File: config.mk
export PLATFORM = sky130hd
export DESIGN_NAME = cyp2sdram
export DESIGN_NICKNAME = d
export VERILOG_FILES = /design/src/rtl/cyp2sdram.sv
export SDC_FILE = /design/constraint.sdc
export NUM_CORES = 1
export LEC_CHECK = 0
export CAP_MARGIN = 10
export CORE_ASPECT_RATIO = 0.6
export CORE_MARGIN = 2
export CORE_UTILIZATION = 50
export CTS_CLUSTER_DIAMETER = 100
export DETAILED_ROUTE_END_ITERATION = 8
export PLACE_DENSITY = 0.72
export SETUP_SLACK_MARGIN = 0.15
export SLEW_MARGIN = 10
export SYNTH_ARGS = -nofsm -noshare
export SYNTH_HDL_FRONTEND = slang
export SYNTH_SLANG_ARGS = --single-unit
File: constraint.sdc
create_clock -name cyp_clk -period 5 [get_ports cyp_clk]
set_input_delay 1 -clock cyp_clk [delete_from_list [all_inputs] [get_ports cyp_clk]]
set_output_delay 1 -clock cyp_clk [all_outputs]
set_load 0.01 [all_outputs]
File: src/rtl/cyp2sdram.sv
// cyp2sdram: bridge from the FX2 (CY68013) synchronous slave-FIFO OUT endpoint (EP2) to an SDRAM
// write-request port.
//
// A registered read FSM drives the FX2 strobes and drains EP2 while data is present and the
// internal buffer has room. Each captured 16-bit word is queued. Words leave the queue on a
// valid/ready write port, tagged with a free-running, wrapping word address.
//
// Ports:
//   cyp_clk       in   sole clock (FX2 IFCLK domain)
//   rst_n         in   asynchronous active-low reset
//   usb_clk       out  IFCLK to the FX2, a copy of cyp_clk
//   usb_fifoaddr  out  FIFO select, fixed to EP2 (2'b00)
//   usb_slcs      out  chip select, active low; low from the first edge after reset
//   usb_sloe      out  FX2 output enable, active low
//   usb_slrd      out  read strobe, active low
//   usb_slwr      out  write strobe, active low; held inactive
//   usb_fd_i      in   FX2 data bus, input half
//   usb_fd_o      out  FX2 data bus, output half; held 0
//   usb_fd_oe     out  bus drive enable; held 0
//   usb_flaga     in   EP2 not-empty
//   usb_flagb/c   in   unused
//   pa0           out  FX2 PA0; held 1
//   wr_data       out  buffered word at the queue head
//   wr_addr       out  word address of wr_data
//   wr_valid      out  queue not empty
//   wr_ready      in   controller accepts wr_data/wr_addr when high with wr_valid
module cyp2sdram #(
  parameter int unsigned FIFO_DEPTH = 8,
  parameter int unsigned ADDR_W     = 22
) (
  input  logic              cyp_clk,
  input  logic              rst_n,
  output logic              usb_clk,
  output logic [1:0]        usb_fifoaddr,
  output logic              usb_slcs,
  output logic              usb_sloe,
  output logic              usb_slrd,
  output logic              usb_slwr,
  input  logic [15:0]       usb_fd_i,
  output logic [15:0]       usb_fd_o,
  output logic              usb_fd_oe,
  input  logic              usb_flaga,
  input  logic              usb_flagb,
  input  logic              usb_flagc,
  output logic              pa0,
  output logic [15:0]       wr_data,
  output logic [ADDR_W-1:0] wr_addr,
  output logic              wr_valid,
  input  logic              wr_ready
);

  localparam int unsigned PtrW = $clog2(FIFO_DEPTH);
  localparam int unsigned CntW = PtrW + 1;
  localparam logic [CntW-1:0] DepthC = CntW'(FIFO_DEPTH);
  localparam logic [CntW-1:0] TwoC   = CntW'(2);

  typedef enum logic [1:0] {StIdle, StOe, StRead} state_e;

  state_e            state_q;
  logic              sloe_q;
  logic              slrd_q;
  logic              slcs_q;
  logic [15:0]       mem_q [FIFO_DEPTH];
  logic [PtrW-1:0]   wr_ptr_q;
  logic [PtrW-1:0]   rd_ptr_q;
  logic [CntW-1:0]   count_q;
  logic [CntW-1:0]   count_d;
  logic [ADDR_W-1:0] addr_q;

  logic [CntW-1:0]   free_slots;
  logic              can_read;
  logic              push;
  logic              pop;
  logic              unused_flags;

  assign unused_flags = usb_flagb ^ usb_flagc;

  // Static FX2 pins.
  assign usb_clk      = cyp_clk;
  assign usb_fifoaddr = 2'b00;
  assign usb_slwr     = 1'b1;
  assign usb_fd_o     = 16'h0000;
  assign usb_fd_oe    = 1'b0;
  assign pa0          = 1'b1;

  assign usb_slcs = slcs_q;
  assign usb_sloe = sloe_q;
  assign usb_slrd = slrd_q;

  assign free_slots = DepthC - count_q;
  assign can_read   = usb_flaga && (free_slots >= TwoC);

  // The FX2 only presents a word when its flag says data is there, so a low flag with the strobe
  // still asserted (one cycle of strobe latency) must not be captured.
  assign push = !slrd_q && usb_flaga;
  assign pop  = (count_q != '0) && wr_ready;

  assign wr_valid = (count_q != '0);
  assign wr_data  = mem_q[rd_ptr_q];
  assign wr_addr  = addr_q;

  always_ff @(posedge cyp_clk or negedge rst_n) begin
    if (!rst_n) begin
      slcs_q <= 1'b1;
    end else begin
      slcs_q <= 1'b0;
    end
  end

  // Read FSM with registered strobes. Leaving READ at free_slots <= 2 (evaluated before this
  // edge's push) leaves room for the word captured on the same edge, so the queue never overflows.
  always_ff @(posedge cyp_clk or negedge rst_n) begin
    if (!rst_n) begin
      state_q <= StIdle;
      sloe_q  <= 1'b1;
      slrd_q  <= 1'b1;
    end else begin
      unique case (state_q)
        StIdle: begin
          if (can_read) begin
            state_q <= StOe;
            sloe_q  <= 1'b0;
          end
        end
        StOe: begin
          if (can_read) begin
            state_q <= StRead;
            slrd_q  <= 1'b0;
          end else begin
            state_q <= StIdle;
            sloe_q  <= 1'b1;
          end
        end
        StRead: begin
          if (!usb_flaga || (free_slots <= TwoC)) begin
            state_q <= StIdle;
            sloe_q  <= 1'b1;
            slrd_q  <= 1'b1;
          end
        end
        default: begin
          state_q <= StIdle;
          sloe_q  <= 1'b1;
          slrd_q  <= 1'b1;
        end
      endcase
    end
  end

  always_comb begin
    count_d = count_q;
    if (push && !pop) begin
      count_d = count_q + CntW'(1);
    end else if (pop && !push) begin
      count_d = count_q - CntW'(1);
    end
  end

  // Word buffer; pointers wrap naturally because FIFO_DEPTH is a power of two.
  always_ff @(posedge cyp_clk or negedge rst_n) begin
    if (!rst_n) begin
      for (int i = 0; i < FIFO_DEPTH; i++) begin
        mem_q[i] <= 16'h0000;
      end
      wr_ptr_q <= '0;
      rd_ptr_q <= '0;
      count_q  <= '0;
    end else begin
      if (push) begin
        mem_q[wr_ptr_q] <= usb_fd_i;
        wr_ptr_q        <= wr_ptr_q + PtrW'(1);
      end
      if (pop) begin
        rd_ptr_q <= rd_ptr_q + PtrW'(1);
      end
      count_q <= count_d;
    end
  end

  // Free-running word address; wraps from all-ones to zero.
  always_ff @(posedge cyp_clk or negedge rst_n) begin
    if (!rst_n) begin
      addr_q <= '0;
    end else if (pop) begin
      addr_q <= addr_q + ADDR_W'(1);
    end
  end

endmodule

After elaboration in Yosys (flattened, before gate mapping)
Index checks and enable logic that the tools add are counted.
{"block": "op_classes", "add_sub_neg": 6, "n_lt_le_gt_ge": 5, "eq_ne": 6, "muxes": 17, "bitwise_logic": 3, "n_reduce_logical": 17}
{"operator": "128-bit bitwise mux", "n": 1}
{"operator": "16-bit binary-select mux with 3-bit select", "n": 1}
{"operator": "16-bit demux with 3-bit select", "n": 1}
{"operator": "16-bit two-way mux", "n": 3}
{"operator": "22-bit by 1-bit adder with 22-bit output, second input constant", "n": 1}
{"operator": "4-bit >= comparator, second input constant", "n": 2}
{"operator": "4-bit two-way mux", "n": 2}
{"operator": "2-bit inequality test, second input constant", "n": 4}
{"operator": "3-bit inverter with 4-bit output", "n": 2}
{"operator": "3-bit by 1-bit adder with 3-bit output, second input constant", "n": 2}
{"operator": "1-bit logical AND", "n": 6}
{"operator": "2-bit two-way mux", "n": 3}
{"operator": "1-bit one-hot mux with 3 select lines", "n": 2}
{"operator": "2-bit one-hot mux with 3 select lines", "n": 1}
{"operator": "3-bit AND reduction", "n": 2}
{"operator": "4-bit by 1-bit adder with 4-bit output, second input constant", "n": 1}
{"operator": "4-bit by 2-bit >= comparator with 1-bit output, second input constant", "n": 1}
{"operator": "4-bit by 2-bit less-or-equal comparator with 1-bit output, second input constant", "n": 1}
{"operator": "1-bit zero test", "n": 4}
{"operator": "4-bit by 1-bit < comparator with 1-bit output, second input constant", "n": 1}
{"operator": "4-bit nonzero test", "n": 1}
{"operator": "4-bit by 1-bit subtractor with 4-bit output, second input constant", "n": 1}
{"operator": "4-bit subtractor, first input constant", "n": 1}
{"operator": "1-bit two-way mux", "n": 3}
{"operator": "other kinds (7)", "n": 7}
{"block": "word_totals", "reg_bits": 165, "in_bits": 22, "output_inout_bits": 64, "elab_cells": 70}

Longest topological paths before layout
Gate-level depths: netlist of run 1.
{"block": "depth", "word_depth": 6, "ltp_mapped": 14, "mapped_depth_nobuf": 13}

==> results of run 1 <==
## critical path: cells and delay by family
family | cells | cell delay (ns)
buffers and inverters | 3 | 0.71
## layout by cell type (no fill, tap or decap), types with 8 or more instances in the layout
| cell type | instances |
|---|---|
| sky130_fd_sc_hd__xor2_1 | 8 |
| sky130_fd_sc_hd__mux4_2 | 32 |
| sky130_fd_sc_hd__clkdlybuf4s50_1 | 61 |
| sky130_fd_sc_hd__dfrtp_1 | 160 |
| sky130_fd_sc_hd__nand3_1 | 8 |
| sky130_fd_sc_hd__nand2_1 | 21 |
| sky130_fd_sc_hd__clkbuf_16 | 20 |
| sky130_fd_sc_hd__mux2_2 | 147 |
| sky130_fd_sc_hd__conb_1 | 22 |
| sky130_fd_sc_hd__ha_1 | 8 |
| sky130_fd_sc_hd__xnor2_1 | 21 |
## logic make-up (layout without fill, tap and decap cells)
group	after synthesis	count (layout)
multiplexers	181	181
AND/OR/NAND/NOR	66	66
AO/OA/AOI/OAI	10	10
flip-flops	165	165
buffers and inverters	52	109
XOR/XNOR	29	29
other	2	22
adder cells (fa/ha/maj)	10	10
## metrics by stage
step	utilization [%]	std cells	area [um2]
floorplan	-	535	7780
global placement	55.4	760	8420
detailed placement	55.4	760	8420
CTS	59.8	795	9080
global route	59.8	795	9080
finish	59.8	795	9080
## cell usage after synthesis (all sizes together) (2+ instances only)
cell type	instances	area, um2
conb	2	7.51
nand3	8	40.0
mux2	147	1660
nor4	2	33.8
nand2	22	85.1
nand3b	2	15.0
nor3b	2	31.3
xnor2	21	184
ha	8	100
xor2	8	70.1
mux4	32	721
nand4	7	50.1
nor3	8	56.3
dfrtp	162	4050
inv	6	22.5
o21ai	3	15.0
buf	36	243
mux2i	2	20.0
dfstp	3	78.8
nor2	7	36.3
clkbuf	9	33.8
## registers in the layout, summed over array words and instances, names as in the netlist
| name | flops |
|---|---|
| usb_slrd | 1 |
| count_q | 4 |
| wr_addr | 22 |
| rd_ptr_q | 3 |
| mem_q | 128 |
| usb_slcs | 1 |
| wr_ptr_q | 3 |
| usb_sloe | 1 |
| state_q | 2 |
## worst min-delay path by stage
stage | from | endpoint | slack (ns) | cells past startpoint
floorplan | state_q[0] | state_q[0] | 0.46 | 1
global placement | wr_addr[21] | wr_addr[21] | 0.46 | 1
detailed placement | wr_addr[21] | wr_addr[21] | 0.47 | 1
CTS | wr_addr[21] | wr_addr[21] | 0.48 | 1
global route | wr_addr[21] | wr_addr[21] | 0.49 | 1
finish | wr_addr[21] | wr_addr[21] | 0.48 | 1
## per-layer routing
layer / track usage (%) / vias to the layer above / share of wire (%)
met5: 0 / - / 0
met4: 5.67 / 0 / 0.76
met3: 4.79 / 13 / 3.9
met2: 30.6 / 83 / 47
met1: 28.6 / 2362 / 48
li1: - / 1956 / -
## power by group through the flow
stage,clock [uW],sequential [uW],combinational [uW]
6_report,1430,2420,2250
3_5_place_dp,20.3,2430,2260
5_1_grt,1510,2510,2440
2_1_floorplan,16.5,2200,1700
4_1_cts,1450,2420,2280
3_3_place_gp,20.3,2390,2200
## area by class of cell
| class | instances | area, um2 | share of cell area (%) |
|---|---|---|---|
| repair buffers | 66 | 649 | 7.15 |
| well taps | 203 | 254 | 2.80 |
| clock buffers | 24 | 552 | 6.07 |
| flip-flops and latches | 165 | 4140 | 45.5 |
| inverters | 7 | 31.3 | 0.344 |
| multi-input cells | 318 | 3340 | 36.8 |
| clock inverters | 12 | 118 | 1.29 |
==> out/metrics.sh, run 1 <==
OUTCOME='finished, final reports clean'
SYNTH.AVG_CELL_AREA_UM2=15.0
GP_ROUTABILITY_CONGESTION=0.772
FILLERINSTANCES=1158
HOLDCRITPATHCLASS='flip-flop to flip-flop'
SYNTHESIS.YOSYS.WARNINGS=0
WORST_SKEW_LATE_LATENCY_NS=0.53
DETAIL_ROUTE.FIRST_PASS.ITERATIONS=4
REPORT.FINAL.SETUP_VIOL=0
PLACE.DETAILED.HPWL_UM=9110
POWER.NET_SWITCHING_uW=1850
NETLIST_AREA_UM2=7710
VDD_IR_DROP_MAX_mV=0.333
PRE_CTS_SLACK_NS=1.05
POWER_FRAC_CLOCK_PCT=23.4
CRITPATHARRIVALTIME_NS=3.21
VIAS_PER_CELL=5.55
GRT_UTIL_ALL_LAYERS_PCT=19.9
CP_CELL_SEQUENCE='clkbuf_16 -> clkbuf_16 -> clkdlybuf4s50_1'
HOLDBUFCOUNTCTS=0
IO-PIN-COUNT=86
SYNTH_ENABLE_FLOP_CELLS=0
TIMING.SETUP.TNS_NS=0
ROUTE.VIAS.TOTAL=4414
SYNTH-SEQ-AREA-SHARE_PCT=53.6
DELAY_OF_THE_SLOWEST_CELL_ON_THE_WORST_PATH_NS=0.46
KIND_OF_CRITICAL_PATH='clock port to primary output'
POWER_FRAC_COMB_PCT=36.9
WORST_CLOCK_SKEW_NS=0.0174
WL_PER_CELL_UM=19.0
WORSTMARGINPINSLEW_NS=1.13
FINAL_ANTENNA_NET_COUNT=0
POST_DETAILED_ROUTING_WIRE_LENGTH_UM=15100
WORST_SLACK_NS=0.788
SEQ_CELLS_POST_SYNTH=165
WORST_SETUP_PATH_STARTPOINT='cyp_clk'
POST_CTS.REPAIR.SETUP_BUFFERS=0
SYNTHADDERAREAFRAC_PCT=1.69
P_TOTAL_uW=6090
TIMING.RR.END='count_q[3]'
FP.DIEH_UM=100
REQUIRED_NS=4.00
SLEW-LIMIT-HEADROOM_PCT=24.9
CHIPWIDTH_UM=164
PLACEMENTROWS=35
SLOWEST_STAGE='sky130_fd_sc_hd__clkdlybuf4s50_1'
SYNTHSIMPLEGATEAREAFRAC_PCT=5.31
MAX_CAP_VIOLATIONS=0
SYNTH_XOR_AREA_SHARE_PCT=3.29
P_INT_uW=4240
SYNTHTOLAYOUTAREAGROWTH_PCT=17.8
POWER.SWITCHING_FRACTION_PCT=30.4
GRT_OVERFLOW_TOTAL=0
POST-ROUTE-DRC-COUNT=0
GRT_START_MAX_NET_PINS=120
CRITICAL_PATH.ENDPOINT_TYPE='primary output'
SYNTH_FLOP_CELL='sky130_fd_sc_hd__dfrtp_1'
PROPORTION_OF_LAYOUT_CELLS_WITH_A_DRIVE_SUFFIX_ABOVE_1_PCT=40.4
FINALNETCOUNT=610
REG2REG_FROM='count_q[0]'
CTS_RESIZED=0
CTS.CLK_SLEW.WORST_PATHS_NS=0.06
SYNTH_COMPOUND_AREA_SHARE_PCT=0.941
FINALHOLDWORSTSLACK_NS=0.476
HOLD_VIOL=0
CTS_TREE='done'
REG2REG_SETUP_SLACK_NS=1.93
INITIAL_CORE_UTIL_PCT=50.7
POWER.SHARE.SEQUENTIAL_PCT=39.7
P_LEAK_uW=0.00388
CRIT_PATH_FREQUENT_CELL='sky130_fd_sc_hd__clkbuf_16'
CRIT_PATH_START_KIND='clock port'
MUXSHAREOFSYNTHAREA_PCT=31.1
SYNTH_TOP_FAMILY_BY_AREA='multiplexers'
ANTENNA-DIODE-COUNT=0
IO_BUFFERS=62
RR_WORST_DEPTH=13
FIRST_GLOBAL_VIAS=4593
TIMING_MAX_TRANSITION_VIOLATIONS_FINAL=0
GRT_ANTENNA_BEFORE_REPAIR=0
DRT_FIRST_ITER_VIOLATIONS=263
POSTSYNTH.ASYNCRESETSHARE_PCT=100
CRITPATHMAXFANOUT=2
RSZ_0062_RAISED_AFTER_GLOBAL_ROUTING='false'
POWER_PER_CELL_AREA_nW_PER_UM2=671
WIRE_LENGTH_OF_THE_FIRST_GLOBAL_ROUTING_PASS_UM=24800
SYNTH.DISTINCT_CELLS=51
FP.DIEAREA_UM2=16500
WORSTSETUPENDPOINT='usb_clk'
SYNTHCELLS=515
CORE_AREA_UM2=15200
Power figures use the tool's default switching activity.
==> inputs of run 2 (changes only) <==
Settings changed: PLACE_DENSITY 0.72 to 0.75.
Clock period 5 ns to 3.8 ns, I/O delays scaled along.
==> run 2 against run 1 <==
Design area increased by 1.1%. Highest routed layer unchanged. Wire length is 0.35% higher. Sequential power up 27%. Combinational power is 40% higher. Count of clock-buffer cells in the layout down 3.
==> out/metrics.sh, run 2 (synthesis results as in run 1) <==
MAX_CAP_VIOLATIONS=0
FIN_CRIT_SH_PCT=89.6
SYNTHTOLAYOUTAREAGROWTH_PCT=19.1
CRITICAL_PATH.ENDPOINT_TYPE='primary output'
LARGEST_REGISTER='mem_q'
WL_PER_CELL_UM=18.8
WORST_CLOCK_SKEW_NS=0.00655
CTS_RESIZED=0
CRIT_PATH_START_KIND='flip-flop'
CORE_AREA_UM2=15200
REG2REG_SETUP_SLACK_NS=0.78
REQUIRED_NS=3.04
ROUTE.VIAS.TOTAL=4416
PLACEMENTROWS=35
REPORT.FINAL.SETUP_VIOL=0
WORST_SKEW_LATE_LATENCY_NS=0.53
VDD_IR_DROP_MAX_mV=0.612
FINALNETCOUNT=621
RR_WORST_DEPTH=13
DETAIL_ROUTE.FIRST_PASS.ITERATIONS=4
HOLDBUFCOUNTCTS=0
POST_CTS.REPAIR.SETUP_BUFFERS=0
PLACE.DETAILED.HPWL_UM=9850
HOLD_VIOL=0
FP.DIEAREA_UM2=16500
DRT_FIRST_ITER_VIOLATIONS=214
POST-ROUTE-DRC-COUNT=0
KIND_OF_CRITICAL_PATH='flip-flop to primary output'
CRITPATHARRIVALTIME_NS=2.65
RSZ_0062_RAISED_AFTER_GLOBAL_ROUTING='false'
MOST-COMMON-LAYOUT-CELLS='sky130_fd_sc_hd__dfrtp_1, sky130_fd_sc_hd__mux2_2, sky130_fd_sc_hd__clkdlybuf4s50_1, sky130_fd_sc_hd__mux4_2, sky130_fd_sc_hd__conb_1'
P_TOTAL_uW=8140
FINAL_ANTENNA_NET_COUNT=0
GRT_START_MAX_NET_PINS=92
LAYOUT.CELLS.MOST_COMMON='sky130_fd_sc_hd__dfrtp_1'
FIRST_GLOBAL_VIAS=4781
WIRE_LENGTH_OF_THE_FIRST_GLOBAL_ROUTING_PASS_UM=25400
POST_DETAILED_ROUTING_WIRE_LENGTH_UM=15100
POWER_PER_CELL_AREA_nW_PER_UM2=886
FINISH.CELL_COUNT_WITHOUT_FILLERS=806
IO_BUFFERS=62
ANTENNA-DIODE-COUNT=0
IO-PIN-COUNT=86
GRT_OVERFLOW_TOTAL=0
FIN_CRIT_NS=3.41
CTS_TREE='done'
WORSTMARGINPINSLEW_NS=0.835
PRE_CTS_SLACK_NS=0.680
FP.DIEH_UM=100
PROPORTION_OF_LAYOUT_CELLS_WITH_A_DRIVE_SUFFIX_ABOVE_1_PCT=41.3
LARGEST_REG_FLOPS=128
GP_ROUTABILITY_CONGESTION=0.741
SLEW-LIMIT-HEADROOM_PCT=44.3
CHIPWIDTH_UM=164
CTS.CLK_SLEW.WORST_PATHS_NS=0.06
TIMING_MAX_TRANSITION_VIOLATIONS_FINAL=0
GRT_ANTENNA_BEFORE_REPAIR=0
HOLDCRITPATHCLASS='input port to async pin'
VIAS_PER_CELL=5.48
FMAX_MHz=294
GRT_UTIL_ALL_LAYERS_PCT=20.3
P_LEAK_uW=0.00395
INITIAL_CORE_UTIL_PCT=50.7
POST-PLACE-CELLS=771
CRITPATHMAXFANOUT=23
OUTCOME='finished, final reports clean'
TIMING.SETUP.TNS_NS=0
WORST_SLACK_NS=0.394
FINALHOLDWORSTSLACK_NS=0.271
run 2: path summary, 6_finish.rpt:
check / from / end
setup / recovery: rd_ptr_q[0] / wr_data[4]
hold / removal: rst_n / wr_addr[8]
setup reg to reg: count_q[0] / count_q[3]
hold reg to reg: wr_addr[21] / wr_addr[21]
max in group asynchronous: rst_n / usb_slrd
min in group cyp_clk: wr_addr[21] / wr_addr[21]
run 2: cell type report:
type / count / area, um2
Fill cell: 1120 / 6010
Sequential cell: 165 / 4130
Multi-Input combinational cell: 318 / 3340
Timing Repair Buffer: 77 / 732
Clock buffer: 21 / 510
Tap cell: 203 / 254
Clock inverter: 15 / 179
Inverter: 7 / 31.3
run 2: per-stage QoR:
step,area (um2),util [%]
after floorplan,7780,-
after global placement,8510,56.0
after detailed placement,8510,56.0
after CTS,9190,60.4
after global routing,9190,60.4
final,9190,60.4
run 2: worst max-delay path, cell delays in order, from the launching register on:
cell	delay [ns]
sky130_fd_sc_hd__dfrtp_2	0.36
sky130_fd_sc_hd__buf_4	0.40
sky130_fd_sc_hd__mux4_2	0.59
sky130_fd_sc_hd__mux2_2	0.29
sky130_fd_sc_hd__clkdlybuf4s50_1	0.48
run 2: where the power goes:
part	internal [uW]	leakage [uW]	switching, uW
registers	2540	0.00204	522
clock network	1190	0.000327	744
logic	1950	0.00158	1190
total	5690	0.00395	2460
run 2: metal layers:
layer  vias to the layer above  wire [um]  GRT usage [%]
met1                      2337       6950           28.0
met3                        11        594           3.84
met2                        88       7480           33.2
li1                       1980          -              -
met4                         0        120           6.34
met5                         -          0              0
